===== src/rtl/seg_disp_arbiter.sv =====
// Round-robin arbiter that time-shares one 4-digit 7-segment driver between four
// requesters, with per-owner dwell time, optional requester-0 preemption and value clamping.
module seg_disp_arbiter #(
  parameter int unsigned HOLD_CYC = 2000,
  parameter int unsigned CNT_W    = 11,
  parameter int unsigned PRIO0    = 0,
  parameter int unsigned MAXVAL   = 9999
) (
  input  logic        clk,
  input  logic        rstn,
  input  logic [3:0]  req,
  input  logic [55:0] req_data,
  output logic [3:0]  gnt,
  output logic [13:0] disp_data,
  output logic [1:0]  disp_src,
  output logic        active,
  output logic        ovf
);

  localparam logic [CNT_W-1:0] RELOAD = CNT_W'(HOLD_CYC - 1);
  localparam logic [13:0]      MAXV   = 14'(MAXVAL);

  typedef enum logic {IDLE, HOLD} state_t;

  state_t           state_q, state_d;
  logic [CNT_W-1:0] cnt_q, cnt_d;
  logic [3:0]       gnt_q, gnt_d;
  logic [13:0]      data_q, data_d;
  logic [1:0]       src_q, src_d;
  logic             ovf_q, ovf_d;

  logic [13:0] vals [4];
  logic [13:0] sel;
  logic [1:0]  rr_cand, rr_idx;
  logic        rr_hit;

  always_comb begin
    for (int unsigned i = 0; i < 4; i++) begin
      vals[i] = req_data[14*i +: 14];
    end
  end

  // Search src+1 .. src+4; the current owner is visited last, so it only wins when alone.
  always_comb begin
    rr_hit  = 1'b0;
    rr_idx  = src_q;
    rr_cand = src_q;
    for (int unsigned k = 1; k <= 4; k++) begin
      rr_cand = src_q + 2'(k);
      if (!rr_hit && req[rr_cand]) begin
        rr_hit = 1'b1;
        rr_idx = rr_cand;
      end
    end
  end

  always_comb begin
    state_d = state_q;
    cnt_d   = cnt_q;
    src_d   = src_q;
    data_d  = data_q;
    ovf_d   = ovf_q;
    case (state_q)
      IDLE: begin
        if (rr_hit) begin
          state_d = HOLD;
          src_d   = rr_idx;
          cnt_d   = RELOAD;
        end
      end
      HOLD: begin
        if (cnt_q != '0) cnt_d = cnt_q - 1'b1;
        if (PRIO0 != 0 && req[0] && src_q != 2'd0) begin
          src_d = 2'd0;
          cnt_d = RELOAD;
        end else if (!req[src_q]) begin
          if (rr_hit) begin
            src_d = rr_idx;
            cnt_d = RELOAD;
          end else begin
            state_d = IDLE;
          end
        end else if (cnt_q == '0) begin
          src_d = rr_idx;
          cnt_d = RELOAD;
        end
      end
      default: state_d = IDLE;
    endcase
    // Selecting on the next owner makes a new grant show its value at the grant edge.
    sel = vals[src_d];
    if (state_d == HOLD) begin
      data_d = (sel > MAXV) ? MAXV : sel;
      ovf_d  = (sel > MAXV);
    end
    gnt_d = (state_d == HOLD) ? (4'b0001 << src_d) : '0;
  end

  always_ff @(posedge clk or negedge rstn) begin
    if (!rstn) begin
      state_q <= IDLE;
      cnt_q   <= '0;
      gnt_q   <= '0;
      data_q  <= '0;
      src_q   <= 2'd3;
      ovf_q   <= 1'b0;
    end else begin
      state_q <= state_d;
      cnt_q   <= cnt_d;
      gnt_q   <= gnt_d;
      data_q  <= data_d;
      src_q   <= src_d;
      ovf_q   <= ovf_d;
    end
  end

  assign gnt       = gnt_q;
  assign disp_data = data_q;
  assign disp_src  = src_q;
  assign active    = (state_q == HOLD);
  assign ovf       = ovf_q;

endmodule


===== config.mk =====
export PLATFORM = sky130hd
export DESIGN_NAME = seg_disp_arbiter
export DESIGN_NICKNAME = d
export VERILOG_FILES = /design/src/rtl/seg_disp_arbiter.sv
export SDC_FILE = /design/constraint.sdc
export NUM_CORES = 1
export LEC_CHECK = 0
export CORE_ASPECT_RATIO = 1.4
export CORE_MARGIN = 5
export CORE_UTILIZATION = 41
export DETAILED_ROUTE_END_ITERATION = 10
export PLACE_DENSITY_LB_ADDON = 0.25
export SKIP_LAST_GASP = 1
export SYNTH_ARGS = -nofsm -noshare
export SYNTH_HDL_FRONTEND = slang
export SYNTH_SLANG_ARGS = --single-unit

===== constraint.sdc =====
create_clock -name clk -period 3.1 [get_ports clk]
set_clock_uncertainty 0.15 [all_clocks]
set_input_delay 0.31 -clock clk [delete_from_list [all_inputs] [get_ports clk]]
set_output_delay 0.31 -clock clk [all_outputs]
set_load 0.02 [all_outputs]

==> flow_metrics.py, run 1 <==
metrics = {
    "status": {
        "outcome": "finished clean",
    },
    "routing": {
        "route.detailed.drc": 0,
        "routedWlPerCell_um": 16.50,
        "ant_nets": 0,
        "first_pass_iters": 4,
        "num_vias": 2349,
        "vias_per_cell": 5.540,
        "drt_iter0_markers": 130,
        "routed_wl_um": 6996,
    },
    "timing": {
        "fmax_ghz": 0.3415,
        "fin_tns_setup_ns": 0,
        "tightest_slew_ns": 0.7678,
        "relSlewSlack": 0.4881,
        "fin_crit_ns": 2.928,
        "finalHoldViolations": 0,
        "drv_slew": 0,
        "setup_viol_count_final": 0,
        "period_share": 0.9446,
        "rsz0062_at_grt": "no",
    },
    "floorplanning": {
        "fp-row-count": 32,
        "dieArea_um2": 7239,
        "die_w_um": 73.35,
        "pin_count": 84,
        "die_y_um": 98.69,
        "start_util": 0.4199,
        "core_area_um2": 5485,
    },
    "hold_path": {
        "holdPathStages": 2,
        "holdCritPathClass": "reg -> reg",
    },
    "global_routing": {
        "grt_pass1_vias": 2515,
        "grt_max_degree": 34,
        "grtUsageTotal": 0.1995,
        "grt_antenna_before_repair": 0,
        "grt_pass1_wl_um": 11450,
        "grt_overflow": 0,
    },
    "yosys": {
        "synthMuxAreaShare": 0.1706,
        "synth_edf_count": 0,
        "synth_fp_nets": 308,
        "synth_compound_area_frac": 0.1749,
        "netlist_instances": 244,
        "synth_xor_area_frac": 0.01521,
        "synthDistinctLibCells": 56,
        "avgSynthCellArea_um2": 9.440,
        "yosys.area_share.adder": 0.01086,
        "ys_seq_area_frac": 0.3596,
        "synth_warnings": 0,
        "ys_ff_latch": 33,
        "async_flop_share": 1.000,
        "synthFlopType": "dfrtp_1",
        "synth-simple-area-share": 0.2184,
        "synth_area_um2": 2303,
        "synth_top_family_by_area": "simple AND/OR/NAND/NOR gates",
    },
    "power_and_ir_drop": {
        "combPwrFrac": 0.634,
        "clockPowerShare": 0.150,
        "seqPwrFrac": 0.216,
        "power.leakage_nw": 1.435,
        "switchingPower_mw": 1.232,
        "sw_frac_of_total": 0.3817,
        "p_per_area_nw_per_um2": 903.3,
        "irDropWorstVdd_mv": 0.5482,
        "internal-power_mw": 1.996,
    },
    "placement": {
        "portBuffers": 83,
        "place.gp.congestion": 0.8606,
        "hpwl_um": 5417,
    },
    "worst_setup_path": {
        "crit_fanout": 7,
        "cp.arrival_ns": 3.00,
        "worstPathRequired_ns": 3.18,
        "cp-end-kind": "register",
        "crit_path_start_kind": "register",
        "rr_worst_depth": 9,
        "crit_type": "reg -> reg",
    },
    "flow_run": {
        "cap_violations": 0,
    },
    "cts": {
        "cts_tree": "yes",
        "clock_sinks": 33,
        "cts-root-buf": "clkbuf_8",
        "clkSlewWorstSetupHoldPaths_ns": 0.07,
        "clockBufferDepth": 2,
        "htree_levels": 2,
        "clock_latency_ns": 0.28,
        "cts-buffers-inserted": 5,
    },
    "final_layout": {
        "nets": 419,
        "syn_to_final_growth_pct": 55.13,
        "n_antenna_cell": 0,
        "postLayoutCoreUtil": 0.6515,
        "drive_gt1_frac": 0.2163,
    },
}
[critical path: stages (launching register included)]
cell	delay (ns)
dfstp_2	0.60
mux2_2	0.38
a2bb2oi_2	0.15
o211ai_2	0.13
mux2i_4	0.26
mux4_2	0.55
nand2b_1	0.17
o211ai_2	0.18
buf_4	0.16
a31o_1	0.14
[final cells by class]
class / instances / area (µm²)
sequential: 33 / 828.3
timing repair buffer: 117 / 1087
tap: 68 / 85.08
inverter: 12 / 47.55
clock inverter: 3 / 65.06
multi-input combinational: 186 / 1391
fill: 447 / 1912
clock buffer: 5 / 68.82
[kinds of logic (layout without fill, tap and decap cells)]
kind of cell	Yosys count	after routing
AOI/OAI and AO/OA	59	59
xor gates and xnor gates	4	4
adders and majority gates	2	2
buffers and inverters	25	137
DFF	33	33
muxes	19	19
and+or+nand+nor	102	102
[power groups by stage]
stage	registers [mW]	logic (mW)	clock network, mW
after floorplan	0.817	1.09	0
after global placement	0.710	1.93	0
after detailed placement	0.710	1.96	0
after CTS	0.705	1.97	0.493
after global routing	0.719	2.22	0.516
final	0.698	2.05	0.484
[layer usage]
metal	vias to the layer above	wire [µm]	GRT usage
met5	-	0	0
met4	0	184	0.07252
met3	16	359	0.04898
met2	76	3828	0.3611
met1	1139	2623	0.2195
li1	1118	-	-
[synth_stat cells (2+ instances only)]
| cell type | count | area, µm² |
|---|---|---|
| clkbuf_1 | 7 | 26.28 |
| nand3b_1 | 2 | 15.01 |
| and3_1 | 3 | 18.77 |
| dfrtp_1 | 31 | 775.7 |
| dfstp_2 | 2 | 52.55 |
| inv_1 | 10 | 37.54 |
| buf_6 | 2 | 22.52 |
| a22o_1 | 3 | 26.28 |
| a2bb2oi_1 | 2 | 17.52 |
| o211ai_2 | 2 | 25.02 |
| nor2b_1 | 2 | 12.51 |
| ha_1 | 2 | 25.02 |
| and2_1 | 3 | 18.77 |
| a211oi_1 | 8 | 60.06 |
| nand2b_1 | 4 | 25.02 |
| xor2_1 | 3 | 26.28 |
| nor3_1 | 13 | 65.06 |
| inv_2 | 2 | 7.510 |
| a21oi_1 | 19 | 95.09 |
| nand3_1 | 9 | 45.04 |
| nor2_1 | 30 | 112.6 |
| mux4_2 | 15 | 337.8 |
| o21ai_1 | 2 | 10.01 |
| a31oi_1 | 2 | 12.51 |
| o21ai_0 | 7 | 35.03 |
| nand2_1 | 26 | 97.59 |
| o221ai_1 | 2 | 17.52 |
| buf_2 | 3 | 15.01 |
[flip-flops by register name, indices dropped and copies added, names as in the netlist]
register,count
disp_src,2
ovf,1
gnt,4
disp_data,14
active,1
cnt_q,11
[metrics by stage]
stage | instances | cell area, µm² | hold slack, ns | power, mW | setup WS, ns
2_1_floorplan | 244 | 2303 | -0.1356 | 1.912 | 0.06025
3_3_place_gp | 412 | 3374 | 0.2749 | 2.645 | 0.01932
3_5_place_dp | 412 | 3374 | 0.2843 | 2.669 | -0.03147
4_1_cts | 421 | 3518 | 0.3367 | 3.172 | 0.05923
5_1_grt | 424 | 3573 | 0.3792 | 3.455 | 0.001730
6_report | 424 | 3573 | 0.3229 | 3.228 | 0.1718
[final timing paths]
path                       slack, ns             to     startpoint
hold reg to reg                 0.32  disp_data[13]  disp_data[13]
min in group asynchronous       0.49      cnt_q[10]           rstn
max in group asynchronous       1.82   disp_data[6]           rstn
setup / recovery                0.17   disp_data[4]    disp_src[1]
setup reg to reg                0.17   disp_data[4]    disp_src[1]
hold / removal                  0.32  disp_data[13]  disp_data[13]
[placed cells by master (no fill, tap or decap), types with 5 or more instances in the layout]
master	synthesis	layout
nand3_1	9	9
nand2_1	26	26
buf_4	1	32
inv_1	10	10
nor2_1	30	30
nor3_1	13	13
a211oi_1	8	6
dfrtp_1	31	31
clkbuf_8	0	5
clkdlybuf4s50_1	0	82
o21ai_0	7	7
mux4_2	15	15
a21oi_1	19	19
[timing repair]
action | 4_1_cts | 5_1_grt
gates resized for setup | 0 | 8
hold buffers | 1 | 0
endpoints found under the hold margin | 31 | 0
setup buffers | 0 | 3
setup endpoints to repair | 0 | 12
Note: power is estimated with default switching activity, not from simulation.
==> run 2, diff against run 1 <==
Settings changed: CORE_UTILIZATION 41 to 57, DONT_BUFFER_PORTS from default to 1, SLEW_MARGIN from default to 10.
==> run 2 against run 1 <==
- cell count down 29%
- clock power down 1%
- critical path depth rose by 2
- combinational power fell by 31%
- global-route usage up 2.9 points
- wire length down 13%
- register-to-register slack better by 0.02 ns
- sequential share of layout area up 8.5 points
- non-clock buffer count fell by 97
- flip-flop and latch count is the same
- setup slack better by 0.020 ns
- final area decreased by 27%
- largest power group unchanged
- highest routed layer unchanged
==> flow_metrics.py, run 2 (synthesis results as in run 1) <==
metrics = {
    "global_routing": {
        "grt_busiest_layer": "met2",
        "grt_pass1_wl_um": 9784,
        "grt_use_met2": 0.3882,
        "grt_overflow": 0,
        "met1_usage": 0.2610,
        "grt_pass1_vias": 2073,
        "grtUsageTotal": 0.2280,
        "use_met3": 0.06093,
        "grt_max_degree": 34,
        "grt_antenna_before_repair": 0,
    },
    "routing": {
        "vias_per_cell": 6.775,
        "drt_iter0_markers": 169,
        "routedWlPerCell_um": 20.04,
        "first_pass_iters": 4,
        "ant_nets": 0,
        "routed_wl_um": 6052,
        "route.detailed.drc": 0,
        "num_vias": 2046,
    },
    "final_layout": {
        "nets": 322,
        "largest_register_ffs": 14,
        "ff_latch_area_um2": 828.3,
        "drive_gt1_frac": 0.2278,
        "n_antenna_cell": 0,
        "multi_input_area_um2": 1388,
        "nFillCells": 304,
        "mostFrequentLayoutCell": "dfrtp_1",
        "postLayoutCoreUtil": 0.6676,
        "syn_to_final_growth_pct": 13.58,
        "final_cell_mix": "31 x dfrtp_1, 30 x nor2_1, 26 x nand2_1",
    },
    "worst_setup_path": {
        "slowest_stage": "mux4_2",
        "crit_top_cell": "o211ai_2",
        "crit_type": "reg -> reg",
        "cp_num_buf_inv": 2,
        "rr_worst_depth": 11,
        "reg2reg_to": "disp_data[4]",
        "worstReg2RegStart": "cnt_q[0]",
        "crit_fanout": 12,
        "reg2reg_setup_slack_ns": 0.19,
        "crit_chain": "inv_1, ha_1, nor3b_2, and3_1, o211ai_2, mux2i_4, mux4_2, nand2b_1, o211ai_2, buf_4, a31o_1",
        "cp.arrival_ns": 2.98,
        "crit_path_start_kind": "register",
        "cp-end-kind": "register",
        "critPathTopFamily": "multiplexers",
        "worstPathRequired_ns": 3.18,
        "max_stage_delay_ns": 0.54,
    },
    "status": {
        "outcome": "finished clean",
    },
    "timing": {
        "rsz0062_at_grt": "no",
        "drv_slew": 0,
        "fin_crit_ns": 2.908,
        "tightest_slew_ns": 0.7649,
        "period_share": 0.9381,
        "relSlewSlack": 0.4847,
        "setup_viol_count_final": 0,
        "fin_tns_setup_ns": 0,
        "hold_slack_ns": 0.2050,
        "fmax_ghz": 0.3439,
        "finalHoldViolations": 0,
    },
    "power_and_ir_drop": {
        "clockPowerShare": 0.175,
        "power.leakage_nw": 1.050,
        "internal-power_mw": 1.608,
        "total_power_mw": 2.739,
        "irDropWorstVdd_mv": 0.8469,
        "seqPwrFrac": 0.310,
        "combPwrFrac": 0.515,
        "switchingPower_mw": 1.131,
        "p_per_area_nw_per_um2": 1047,
        "sw_frac_of_total": 0.4130,
    },
    "hold_path": {
        "hp-start": "req_data[32]",
        "holdCritPathClass": "in -> reg",
        "holdPathStages": 3,
        "holdPathEnd": "disp_data[4]",
    },
    "cts": {
        "clockBufferDepth": 2,
        "htree_levels": 2,
        "cts-buffers-inserted": 5,
        "clock_latency_ns": 0.28,
        "clkSlewWorstSetupHoldPaths_ns": 0.07,
        "clock_sinks": 33,
        "cts_tree": "yes",
        "cts-root-buf": "clkbuf_8",
    },
    "placement": {
        "hpwl_um": 4670,
        "portBuffers": 0,
        "place.gp.congestion": 0.9203,
    },
    "floorplanning": {
        "dieArea_um2": 5430,
        "die_y_um": 85.22,
        "fp-row-count": 27,
        "core_area_um2": 3919,
        "pin_count": 84,
        "die_w_um": 63.73,
        "start_util": 0.5878,
    },
    "flow_run": {
        "cap_violations": 0,
    },
}
==> run 2: how the worst max path moves through the flow <==
stage | from | endpoint | cells past startpoint
final | cnt_q[0] | disp_data[4] | 11
after CTS | cnt_q[0] | disp_data[4] | 12
after detailed placement | cnt_q[0] | disp_data[4] | 12
after global routing | cnt_q[1] | disp_data[9] | 11
after floorplan | disp_src[1] | ovf | 10
after global placement | disp_src[0] | disp_data[4] | 9
==> run 2: metrics by stage <==
stage	instance area, µm²	cells	setup slack (ns)
after global placement	2427	292	0.1665
after floorplan	2303	244	0.06025
after detailed placement	2427	292	0.07342
final	2616	302	0.1919
after global routing	2616	302	0.01845
after CTS	2591	302	0.05727
==> run 2: layer usage <==
layer | share of wire | vias up
li1 | - | 931
met5 | 0 | -
met1 | 0.36 | 1003
met4 | 0.039 | 0
met2 | 0.53 | 89
met3 | 0.070 | 23
==> run 2: layout make-up <==
cell class | instances | area share
Tap cell | 43 | 0.02056
Timing Repair Buffer | 20 | 0.06313
Sequential cell | 33 | 0.3166
Clock buffer | 5 | 0.02630
Inverter | 12 | 0.01817
Multi-Input combinational cell | 186 | 0.5304
Clock inverter | 3 | 0.02487
==> run 2: power groups by stage <==
stage	logic [mW]	clock network (mW)	registers (mW)
after floorplan	1.09	0	0.817
after global placement	1.34	0	0.856
after detailed placement	1.37	0	0.859
after CTS	1.39	0.484	0.852
after global routing	1.57	0.506	0.869
final	1.41	0.479	0.850
==> run 2: tightest hold or removal path: cells and delay by family <==
family	cells	cell delay, ns
compound gates	2	0.20
simple gates	1	0.10
==> run 2: what timing repair did <==
item	CTS	global route
endpoints found under the setup margin	0	12
hold buffers	2	0
resized for setup	0	5
buffers inserted	0	0
endpoints found under the hold margin	33	0
